==> src/rtl/boot_pkg.sv <==
// ============================================================================
// Module : boot_pkg
// Brief  : Shared state encoding and constants for the serial boot loader.
// Rev    : 1.0 - initial release
// ============================================================================
`default_nettype none

package boot_pkg;

  typedef enum logic [2:0] {
    IDLE   = 3'd0,
    CNT_HI = 3'd1,
    CNT_LO = 3'd2,
    DATA   = 3'd3,
    CHK    = 3'd4,
    RUN    = 3'd5,
    ERROR  = 3'd6
  } boot_state_e;

  localparam logic [7:0] SYNC_BYTE_DEFAULT = 8'hA5;
  localparam int         DATA_W_DEFAULT    = 32;
  localparam int         BYTES_PER_WORD    = DATA_W_DEFAULT / 8;

  function automatic int bytes_per_word(input int data_w);
    return data_w / 8;
  endfunction

endpackage

`default_nettype wire

==> src/rtl/boot_assembler.sv <==
// ============================================================================
// Module : boot_assembler
// Brief  : Byte-to-word shift register with byte index and running XOR sum.
// Rev    : 1.0 - initial release
// ============================================================================
`default_nettype none

module boot_assembler
  import boot_pkg::*;
#(
  parameter int unsigned DATA_W = DATA_W_DEFAULT
) (
  input  logic              clock,
  input  logic              reset_n,
  input  logic [7:0]        byte_i,
  input  logic              valid_i,
  input  logic              clear_i,
  output logic [DATA_W-1:0] word_o,
  output logic              wordValid_o,
  output logic [7:0]        sum_o
);

  localparam int BPW   = bytes_per_word(int'(DATA_W));
  localparam int IDX_W = (BPW > 1) ? $clog2(BPW) : 1;
  localparam logic [IDX_W-1:0] LAST_IDX = IDX_W'(BPW - 1);

  logic [DATA_W-1:0] word_q;
  logic [IDX_W-1:0]  idx_q;
  logic [7:0]        sum_q;
  logic              wordValid_q;

  // Bytes arrive MSB first, so each new byte shifts in at the bottom.
  always_ff @(posedge clock or negedge reset_n) begin
    if (!reset_n) begin
      word_q      <= '0;
      idx_q       <= '0;
      sum_q       <= '0;
      wordValid_q <= 1'b0;
    end else begin
      wordValid_q <= 1'b0;
      if (clear_i) begin
        word_q <= '0;
        idx_q  <= '0;
        sum_q  <= '0;
      end else if (valid_i) begin
        word_q      <= (word_q << 8) | DATA_W'(byte_i);
        sum_q       <= sum_q ^ byte_i;
        wordValid_q <= (idx_q == LAST_IDX);
        idx_q       <= (idx_q == LAST_IDX) ? '0 : idx_q + IDX_W'(1);
      end
    end
  end

  assign word_o      = word_q;
  assign wordValid_o = wordValid_q;
  assign sum_o       = sum_q;

endmodule

`default_nettype wire

==> src/rtl/boot_loader.sv <==
// ============================================================================
// Module : boot_loader
// Brief  : Holds the CPU, loads a framed image from RS232 into IM, then
//          releases it. Optional idle/stall timeout under BOOT_TIMEOUT_EN.
// Rev    : 1.0 - initial release
// ============================================================================
`default_nettype none

module boot_loader
  import boot_pkg::*;
#(
  parameter int unsigned ADDR_W         = 11,
  parameter int unsigned DATA_W         = 32,
  parameter int unsigned BASE_ADDR      = 0,
  parameter logic [7:0]  SYNC_BYTE      = SYNC_BYTE_DEFAULT,
  parameter int unsigned TIMEOUT_CYCLES = 40000000
) (
  input  logic              clock,
  input  logic              reset_n,
  input  logic              charReady,
  input  logic [7:0]        RXchar,
  output logic              readRX,
  output logic              imWe,
  output logic [ADDR_W-1:0] imAddr,
  output logic [DATA_W-1:0] imData,
  output logic              cpuHold,
  output logic              done,
  output logic              error
);

  localparam logic [ADDR_W-1:0] BASE_A    = ADDR_W'(BASE_ADDR);
  localparam logic [16:0]       MAX_WORDS = 17'(1) << ADDR_W;

  boot_state_e       state_q;
  logic              readRX_q;
  logic              readRX_d;
  logic              cpuHold_q;
  logic              done_q;
  logic              error_q;
  logic [ADDR_W-1:0] imAddr_q;
  logic [7:0]        cntHi_q;
  logic [15:0]       words_q;

  logic [15:0]       w_count;
  logic [DATA_W-1:0] w_word;
  logic              w_wordValid;
  logic [7:0]        w_sum;
  logic              w_tmo;

  assign w_count = {cntHi_q, RXchar};

  boot_assembler #(
    .DATA_W (DATA_W)
  ) u_asm (
    .clock       (clock),
    .reset_n     (reset_n),
    .byte_i      (RXchar),
    .valid_i     (readRX_q && (state_q == DATA)),
    .clear_i     (readRX_q && (state_q == CNT_LO)),
    .word_o      (w_word),
    .wordValid_o (w_wordValid),
    .sum_o       (w_sum)
  );

`ifdef BOOT_TIMEOUT_EN
  localparam int unsigned TMR_W = $clog2(TIMEOUT_CYCLES + 1);

  logic [TMR_W-1:0] tmr_q;

  assign w_tmo = !readRX_q && (state_q != RUN) && (state_q != ERROR) &&
                 (tmr_q == TMR_W'(TIMEOUT_CYCLES - 1));

  always_ff @(posedge clock or negedge reset_n) begin
    if (!reset_n) begin
      tmr_q <= '0;
    end else if (readRX_q || w_tmo || (state_q == RUN) || (state_q == ERROR)) begin
      tmr_q <= '0;
    end else begin
      tmr_q <= tmr_q + TMR_W'(1);
    end
  end
`else
  logic w_unused_timeout;

  assign w_tmo            = 1'b0;
  assign w_unused_timeout = ^TIMEOUT_CYCLES;
`endif

  // A pulse is never issued back to back, so charReady has a cycle to drop.
  assign readRX_d = charReady && !readRX_q && (state_q != RUN) && !w_tmo;

  always_ff @(posedge clock or negedge reset_n) begin
    if (!reset_n) begin
      state_q   <= IDLE;
      readRX_q  <= 1'b0;
      cpuHold_q <= 1'b1;
      done_q    <= 1'b0;
      error_q   <= 1'b0;
      imAddr_q  <= BASE_A;
      cntHi_q   <= '0;
      words_q   <= '0;
    end else begin
      readRX_q <= readRX_d;
      if (w_wordValid) begin
        imAddr_q <= imAddr_q + ADDR_W'(1);
      end

      unique case (state_q)
        IDLE: begin
          if (readRX_q && (RXchar == SYNC_BYTE)) begin
            state_q <= CNT_HI;
          end
        end
        CNT_HI: begin
          if (readRX_q) begin
            cntHi_q <= RXchar;
            state_q <= CNT_LO;
          end
        end
        CNT_LO: begin
          if (readRX_q) begin
            if (w_count == 16'd0) begin
              state_q <= CHK;
            end else if ({1'b0, w_count} > MAX_WORDS) begin
              state_q <= ERROR;
              error_q <= 1'b1;
            end else begin
              state_q  <= DATA;
              words_q  <= w_count;
              imAddr_q <= BASE_A;
            end
          end
        end
        DATA: begin
          if (w_wordValid) begin
            words_q <= words_q - 16'd1;
            if (words_q == 16'd1) begin
              state_q <= CHK;
            end
          end
        end
        CHK: begin
          if (readRX_q) begin
            if (RXchar == w_sum) begin
              state_q   <= RUN;
              cpuHold_q <= 1'b0;
              done_q    <= 1'b1;
            end else begin
              state_q <= ERROR;
              error_q <= 1'b1;
            end
          end
        end
        RUN: begin
          state_q <= RUN;
        end
        ERROR: begin
          if (readRX_q && (RXchar == SYNC_BYTE)) begin
            state_q <= CNT_HI;
            error_q <= 1'b0;
          end
        end
        default: begin
          state_q <= IDLE;
        end
      endcase

      // Timeout never coincides with a consumed byte, so it cannot race the case above.
      if (w_tmo) begin
        if (state_q == IDLE) begin
          state_q   <= RUN;
          cpuHold_q <= 1'b0;
          done_q    <= 1'b1;
          error_q   <= 1'b0;
        end else begin
          state_q <= ERROR;
          error_q <= 1'b1;
        end
      end
    end
  end

  assign readRX  = readRX_q;
  assign imWe    = w_wordValid;
  assign imAddr  = imAddr_q;
  assign imData  = w_word;
  assign cpuHold = cpuHold_q;
  assign done    = done_q;
  assign error   = error_q;

endmodule

`default_nettype wire

==> config.mk <==
export PLATFORM = sky130hd
export DESIGN_NAME = boot_loader
export DESIGN_NICKNAME = d
export VERILOG_FILES = /design/src/rtl/boot_pkg.sv /design/src/rtl/boot_assembler.sv /design/src/rtl/boot_loader.sv
export SDC_FILE = /design/constraint.sdc
export NUM_CORES = 1
export LEC_CHECK = 0
export ABC_AREA = 1
export CORE_MARGIN = 8
export CORE_UTILIZATION = 54
export DETAILED_ROUTE_END_ITERATION = 8
export PLACE_DENSITY = 0.79
export RECOVER_POWER = 25
export SYNTH_ARGS = -nofsm -noshare
export SYNTH_HDL_FRONTEND = slang
export SYNTH_SLANG_ARGS = --single-unit
==> constraint.sdc <==
create_clock -name clock -period 1.7 [get_ports clock]
set_input_delay 0.34 -clock clock [delete_from_list [all_inputs] [get_ports clock]]
set_output_delay 0.34 -clock clock [all_outputs]
set_load 0.005 [all_outputs]
==> results of run 1 <==
==> per-layer routing <==
| metal | global-route usage (%) | part of all wire (%) |
|---|---|---|
| met1 | 26.7 | 43 |
| met2 | 35.2 | 49 |
| met3 | 4.26 | 5.4 |
| met4 | 7.54 | 2.5 |
| met5 | 0 | 0 |
==> timing repair <==
action,CTS,global route
gates resized for setup,3,7
hold endpoints to repair,28,0
hold buffers,1,0
setup endpoints to repair,2,23
buffers inserted,0,3
cloned,0,0
==> cell usage in the layout (no fill, tap or decap), types with 2 or more instances in the layout <==
cell and count:
nand3b_1 2, o21a_1 2, dlygate4sd2_1 2, nor2_2 6
buf_12 5, nand3_1 37, buf_4 35, dfrtp_2 2
inv_1 92, xor2_1 4, bufinv_16 2, o21ai_0 24
a21oi_1 7, or2_2 2, nand3_2 2, inv_8 4
o21bai_1 2, dfrtp_1 82, clkbuf_8 9, nor3_1 2
xnor2_1 3, ha_1 4, nand2_2 2, o22ai_1 40
nand4_1 4, clkdlybuf4s50_1 55, nand2_1 180, nor2_1 50
==> power groups by stage <==
stage	registers (W)	clock network, W	logic [W]
after global routing	0.00339	0.00182	0.00436
after CTS	0.00329	0.00172	0.00383
after global placement	0.00329	0	0.00363
after detailed placement	0.00332	0	0.00380
after floorplan	0.00319	0	0.00232
final	0.00330	0.00171	0.00388
==> path summary, 6_finish.rpt <==
| path | start | to | slack [ps] | cells past startpoint |
|---|---|---|---|---|
| worst max-delay path | readRX | readRX | 30 | 1 |
| worst min-delay path | cpuHold | cpuHold | 470 | 1 |
| worst max register to register | state_q[0] | words_q[5] | 160 | 9 |
| worst min register to register | cpuHold | cpuHold | 470 | 1 |
| max in group asynchronous | reset_n | imAddr[5] | 440 | 3 |
| min in group asynchronous | reset_n | u_asm.word_o[24] | 600 | 2 |
==> area by class of cell <==
class / count / area (sq um) / area share, %
clock buffers: 9 / 124 / 2.21
clock inverters: 7 / 114 / 2.03
inverters: 93 / 349 / 6.23
multi-input cells: 381 / 1810 / 32.3
flip-flops and latches: 85 / 2130 / 38.1
well taps: 102 / 128 / 2.28
repair buffers: 99 / 946 / 16.9
==> flip-flops by register name (all words and copies together), names as in the netlist <==
| signal | count |
|---|---|
| done | 1 |
| u_asm.idx_q | 2 |
| state_q | 3 |
| error | 1 |
| u_asm.sum_o | 8 |
| readRX | 1 |
| u_asm.wordValid_o | 1 |
| cntHi_q | 8 |
| u_asm.word_o | 32 |
| cpuHold | 1 |
| imAddr | 11 |
| words_q | 16 |
==> stage by stage <==
| stage | instances | setup WS [ps] | setup TNS (ps) | area [sq um] | utilization, % |
|---|---|---|---|---|---|
| after floorplan | 576 | 307 | 0 | 4350 | - |
| after global placement | 756 | -208 | -5820 | 5310 | 68.4 |
| after detailed placement | 756 | -290 | -7100 | 5310 | 68.4 |
| after CTS | 773 | 22.8 | 0 | 5560 | 71.6 |
| after global routing | 776 | -4.80 | -4.80 | 5600 | 72.1 |
| final | 776 | 26.4 | 0 | 5600 | 72.1 |
==> logic make-up after synthesis <==
kind of cell	Yosys count	synth area share [%]
AOI/OAI and AO/OA	76	10.2
buffers and inverters	110	10.1
xor gates and xnor gates	7	1.41
and+or+nand+nor	293	28.0
DFF	85	48.9
muxes	1	0.259
adders and majority gates	4	1.15
==> reports/results.md, run 1 <==
| Parameter | Reported | Unit |
| --- | --- | --- |
| Synthesized instance count | 576 | - |
| Insertion delay of the later-clocked pin in the worst-skew pair | 370 | ps |
| Fin nets | 684 | - |
| Cell type contributing the most total cell area after synthesis | dfrtp_1 | - |
| Count of port buffers added during placement | 58 | - |
| Portion of total power attributed to the clock network | 19.3 | % |
| Pre-Repair DR Iteration Count | 5 | - |
| Die X | 106 | um |
| I/O pin cnt | 59 | - |
| Total power | 0.00890 | W |
| Number of cell rows | 32 | - |
| Proportion of power drawn by combinational gates | 43.6 | % |
| Clock transition at the registers of the reported paths | 90 | ps |
| Number of antenna-violating nets in the routed design | 0 | - |
| Cells traversed along the worst timing path | clkdlybuf4s50_1 | - |
| Crit path max fanout | 4 | - |
| Number of flops mapped to enable cells by yosys | 0 | - |
| Worst setup SP type | register | - |
| Wire length of the first global-routing pass | 19500 | um |
| Core area | 7770 | sq um |
| Arrival time worst endpoint | 1330 | ps |
| Synth Cell Area | 4350 | sq um |
| CP peak stage delay | 540 | ps |
| Synth cell types | 32 | - |
| Worst path top cell family by delay | buffers and inverters | - |
| Detailed-route wire length per cell | 14.7 | um |
| Leakage power figure | 2.86 | nW |
| Number of diodes added for antenna fixing | 0 | - |
| Highest Clock Rate | 0.598 | GHz |
| Total global-route track usage | 21.2 | % |
| CP required | 1360 | ps |
| Fin. max-slew vios | 0 | - |
| Synth Area per Inst | 7.55 | sq um |
| DRC viols | 0 | - |
| Number of global-route vias before repair | 4129 | - |
| Main flop type after synthesis | dfrtp_1 | - |
| Layout cells sized above 1 | 11.6 | % |
| Via total after detailed routing | 4125 | - |
| H-Tree Level Count | 3 | - |
| Register share of total power | 37.1 | % |
| Reported net switching power | 0.00360 | W |
| Pin count of the biggest net entering global routing | 42 | - |
| Fin. Hold Viols | 0 | - |
| Share of async-settable or async-resettable flops after synthesis | 100 | % |
| Sw Share | 40.4 | % |
| Number of CTS-inserted buffers | 9 | - |
| Path category of the worst min-delay check | register to register | - |
| Largest cells by area after synthesis | dfrtp_1 (48%), nand2_1 (16%), inv_1 (7.9%), o22ai_1 (5.8%), nor2_1 (4.6%) | - |
| Worst slew slack as a fraction of its limit | 41.9 | % |
| Yosys synthesis warning count | 0 | - |
| Number of buffers and inverters on the critical path | 1 | - |
| Kind of critical path | register to primary output | - |
| Area fraction of the dominant cell type after synthesis | 48.3 | % |
| Run status | finished clean | - |
| Starting utilization of the core area | 56.0 | % |
| Routability congestion estimate | 0.980 | - |
| Kind of end point of the critical path | primary output | - |
| Cell type of the slowest stage on the worst timing path | clkdlybuf4s50_1 | - |
| Count of state elements after synthesis | 85 | - |
| Number of antenna violations at the first check in global routing | 0 | - |
| Final setup fails | 0 | - |
| Most frequent cells after synthesis | nand2_1 (181), inv_1 (92), dfrtp_1 (84) | - |
| Most frequently used cell type in the post-synthesis netlist | nand2_1 | - |
| Max Buffers Root-to-Sink | 2 | - |
| Total die area | 11200 | sq um |
| Number of DRC violations after detailed-routing iteration 0 | 258 | - |
| Dpl hpwl | 8310 | um |
| CTS tree | built | - |
| Sum of overflow across all layers after global routing | 0 | - |
| Worst IR Drop VDD | 869 | uV |
| Minimum clock period | 1670 | ps |
| Via count normalized by instance count | 5.32 | - |
| Part of the cycle the worst path needs | 98.4 | % |
| Max-cap violations | 0 | - |
| Total wire length after detailed routing | 11400 | um |
| Root buf cell | clkbuf_8 | - |
| Power Density | 1590 | nW/um^2 |
| Fillers | 606 | - |
| Number of clock sinks | 85 | - |
| Synthesis-to-layout area growth | 28.7 | % |
| Net count after synthesis | 591 | - |
| Die height | 106 | um |
| Share of synthesized area occupied by flip-flops and latches | 48.9 | % |
| Worst-margin pin slew | 872 | ps |
| Largest clock skew in the final design | 14.0 | ps |
| Design internal power | 0.00530 | W |
| Worst hold margin | 465 | ps |
Power figures use the tool's default switching activity.
==> run 2, diff against run 1 <==
Settings changed: MAX_ROUTING_LAYER set to met4, PLACE_DENSITY 0.79 to 0.78, SLEW_MARGIN set to 10, SYNTH_HIERARCHICAL set to 1.
==> run 2 against run 1 <==
- area after synthesis rose by 6.2%
- global-route usage decreased by 0.060 points
- worst setup slack worse by 5.1 ps
- first-iteration DRC count increased by 17%
- utilization is 1.6 points lower
==> reports/results.md, run 2 <==
| Parameter | Reported | Unit | Delta |
| --- | --- | --- | --- |
| Number of CTS-inserted buffers | 9 | - | unchanged |
| Synthesized instance count | 636 | - | +10% |
| CP required | 1950 | ps | +590 ps |
| Synth cell types | 28 | - | -13% |
| Cells traversed along the worst timing path | inv_2, nor3_4, inv_2, nor2_4, buf_12, nand3_1, nand2_1, nor2_1 | - |  |
| Number of cell rows | 33 | - | +3.1% |
| Number of antenna-violating nets in the routed design | 0 | - | unchanged |
| Total wire length after detailed routing | 12400 | um | +8.6% |
| Total global-route track usage | 21.1 | % | -0.060 points |
| Net count after synthesis | 651 | - | +10% |
| Simple-Gate Fraction of Synth Area | 38.2 | % | +10 points |
| Fin. max-slew vios | 0 | - | unchanged |
| Fin. Hold Viols | 0 | - | unchanged |
| Number of clock sinks | 85 | - | unchanged |
| Largest cells by area after synthesis | dfrtp_1 (46%), nand2_1 (21%), nand3_1 (8.2%), nor2_1 (5.4%), inv_1 (3.8%) | - |  |
| Power Density | 1490 | nW/um^2 | -6.0% |
| Number of cells on the worst reg-to-reg path | 8 | - | -1 |
| Cell type of the slowest stage on the worst timing path | dfrtp_1 | - |  |
| Proportion of synthesized area in mux cells | 0.975 | % | +0.72 points |
| Sum of overflow across all layers after global routing | 0 | - | unchanged |
| Worst-margin pin slew | 706 | ps | -166 ps |
| Worst setup SP type | register | - |  |
| Utilization of the core after routing | 70.5 | % | -1.6 points |
| Total die area | 11800 | sq um | +5.3% |
| Capture point of the critical path | u_asm/sum_o[3] | - |  |
| Starting utilization of the core area | 55.9 | % | about the same |
| Synth Cell Area | 4620 | sq um | +6.2% |
| Clock transition at the registers of the reported paths | 110 | ps | +20 ps |
| Share of synthesized area occupied by flip-flops and latches | 46.1 | % | -2.9 points |
| Root buf cell | clkbuf_8 | - |  |
| Commonest cells after routing, fill and taps aside | nand2_1 (260), dfrtp_1 (81), nand3_1 (73), nor2_1 (58), clkdlybuf4s50_1 (53) | - |  |
| Number of diodes added for antenna fixing | 0 | - | unchanged |
| Number of global-route vias before repair | 4171 | - | +1.0% |
| Number of flops mapped to enable cells by yosys | 0 | - | unchanged |
| Most frequent cells after synthesis | nand2_1 (260), dfrtp_1 (84), nand3_1 (76) | - |  |
| Run status | finished clean | - |  |
| Fraction of the mapped netlist area in adder cells | 1.08 | % | -0.067 points |
| Main flop type after synthesis | dfrtp_1 | - |  |
| Leakage power figure | 3.11 | nW | +8.6% |
| Number of antenna violations at the first check in global routing | 0 | - | unchanged |
| Largest clock skew in the final design | 19.6 | ps | +5.59 ps |
| CTS tree | built | - |  |
| Worst slew slack as a fraction of its limit | 52.9 | % | +11 points |
| Total power | 0.00869 | W | -2.3% |
| Cell seen most often among critical-path stages | inv_2 | - |  |
| Path category of the worst min-delay check | primary input to asynchronous set/reset pin | - |  |
| Met1 layer wirelength in the final routing | 5300 | um | +8.4% |
| Detailed-route wire length per cell | 14.8 | um | +0.89% |
| Count of port buffers added during placement | 58 | - | unchanged |
| Number of flip-flops in the largest register | 32 | - | unchanged |
| Kind of end point of the critical path | register | - |  |
| Most frequently used cell type in the post-synthesis netlist | nand2_1 | - |  |
| Routed wire length on met2 | 6150 | um | +9.8% |
| Worst IR Drop VDD | 843 | uV | -3.0% |
| Capture instance of the worst register-to-register path | u_asm/sum_o[3] | - |  |
| Die X | 108 | um | +2.6% |
| DRC viols | 0 | - | unchanged |
| Share of async-settable or async-resettable flops after synthesis | 100 | % | unchanged |
| Kind of critical path | register to register | - |  |
| Flop-to-flop setup slack | 20 | ps | -140 ps |
| Max-cap violations | 0 | - | unchanged |
| Setup TNS Final | 0 | ps | unchanged |
| Met3 routed wirelength | 685 | um | +12% |
| Crit path max fanout | 19 | - | +15 |
| Compound-Gate Fraction of Synth Area | 3.14 | % | -7.0 points |
| Part of the cycle the worst path needs | 98.7 | % | +0.30 points |
| Highest Clock Rate | 0.596 | GHz | -0.30% |
| Core area | 8260 | sq um | +6.3% |
| Count of state elements after synthesis | 85 | - | unchanged |
| Synthesized-area fraction occupied by xor and xnor cells | 2.65 | % | +1.2 points |
| Arrival time worst endpoint | 1930 | ps | +600 ps |
| Fin nets | 740 | - | +8.2% |
| Layout cells sized above 1 | 13.0 | % | +1.4 points |
| Synthesis-to-layout area growth | 26.0 | % |  |
| Largest family of logic cells by synthesized area | simple AND/OR/NAND/NOR gates | - |  |
| Via count normalized by instance count | 5.30 | - | -0.22% |
| Cell type contributing the most total cell area after synthesis | dfrtp_1 | - |  |
| Max Buffers Root-to-Sink | 2 | - | unchanged |
| Final setup fails | 0 | - | unchanged |
| RSZ-0062 raised after global routing | yes | - |  |
| Synth Area per Inst | 7.26 | sq um | -3.8% |
| Die height | 108 | um | +2.6% |
| CP peak stage delay | 420 | ps | -120 ps |
| Dpl hpwl | 8410 | um | +1.2% |
| Pin count of the biggest net entering global routing | 43 | - | +2.4% |
| Area fraction of the dominant cell type after synthesis | 45.5 | % | -2.8 points |
| Highest layer used for signal routing | met4 | - |  |
| Wire length of the first global-routing pass | 19400 | um | -0.64% |
| Minimum clock period | 1680 | ps | +5.08 ps |
| Number of DRC violations after detailed-routing iteration 0 | 302 | - | +17% |
| Worst setup startpoint | state_q[0] | - |  |
| Reg2Reg Launch Point | state_q[0] | - |  |
| Routability congestion estimate | 0.870 | - | -11% |
| Via total after detailed routing | 4429 | - | +7.4% |
| Insertion delay of the later-clocked pin in the worst-skew pair | 370 | ps | about the same |
| Fillers | 707 | - | +17% |
| I/O pin cnt | 59 | - | unchanged |
| Yosys synthesis warning count | 6 | - | +6 |
| H-Tree Level Count | 3 | - | unchanged |
| Leading cell type in the layout, fill and taps excluded | nand2_1 | - |  |
| Pre-Repair DR Iteration Count | 5 | - | unchanged |
run 2: changes by cell type in the layout (fill, tap and decap cells not counted), sizes merged, moves of 5 or more:
| cell | before | now |
|---|---|---|
| nor2 | 57 | 69 |
| a21oi | 7 | 16 |
| nand3 | 39 | 76 |
| o21ai | 24 | 11 |
| xnor2 | 3 | 8 |
| nand2 | 182 | 264 |
| inv | 97 | 59 |
| o22ai | 40 | 0 |
run 2: per-stage QoR:
stage / worst slack [ps] / hold WS (ps) / instances / cell area (sq um)
floorplan: -21.6 / 44.4 / 636 / 4630
global placement: -290 / 239 / 806 / 5460
detailed placement: -366 / 243 / 806 / 5460
CTS: 1.74 / 393 / 823 / 5670
global route: -58.5 / 399 / 835 / 5820
finish: 21.3 / 376 / 835 / 5820
run 2: worst min path at each step:
stage                  from          to  slack (ps)  depth (start not counted)
finish              reset_n   imAddr[3]         380                          2
global route        reset_n   imAddr[7]         400                          2
CTS                 reset_n   imAddr[7]         390                          2
detailed placement  reset_n  words_q[7]         240                          1
global placement    reset_n  words_q[7]         240                          1
floorplan           reset_n  cntHi_q[0]          40                          0
run 2: area by class of cell:
cell class | instances | area, sq um | area share (%)
Clock buffer | 9 | 124 | 2.13
Clock inverter | 7 | 76.3 | 1.31
Inverter | 55 | 206 | 3.55
Multi-Input combinational cell | 475 | 2210 | 37.9
Sequential cell | 85 | 2130 | 36.6
Tap cell | 105 | 131 | 2.26
Timing Repair Buffer | 99 | 942 | 16.2
run 2: what timing repair did:
item                       CTS  global route
hold buffers                 1             0
buffers inserted             0             9
resized for setup            4            16
setup endpoints to repair    3            62
hold endpoints to repair    15             0
pin swaps                    0             6
gates cloned                 0             3
run 2: cells by family after synthesis:
logic type / Yosys count
xor+xnor: 14
simple gates: 423
mux: 4
flops: 85
fa+ha+maj: 4
compound gates: 28
buf+inv: 78
run 2: metal layers:
metal	vias to the layer above	global-route usage, %
met1	2094	25.9
met2	143	34.4
met4	0	6.94
met5	-	-
met3	22	3.93
li1	2170	-
run 2: report_power, final:
part           internal, W  leakage (nW)  switching, W
combinational      0.00168          1.89       0.00224
sequential         0.00269          1.11      0.000629
clock             0.000585         0.103      0.000864
run 2: worst max-delay path, delay by kind of cell, from the launching register on:
| kind | cells | cell delay [ps] |
|---|---|---|
| simple gates | 5 | 760 |
| flops | 1 | 420 |
| buf+inv | 3 | 390 |
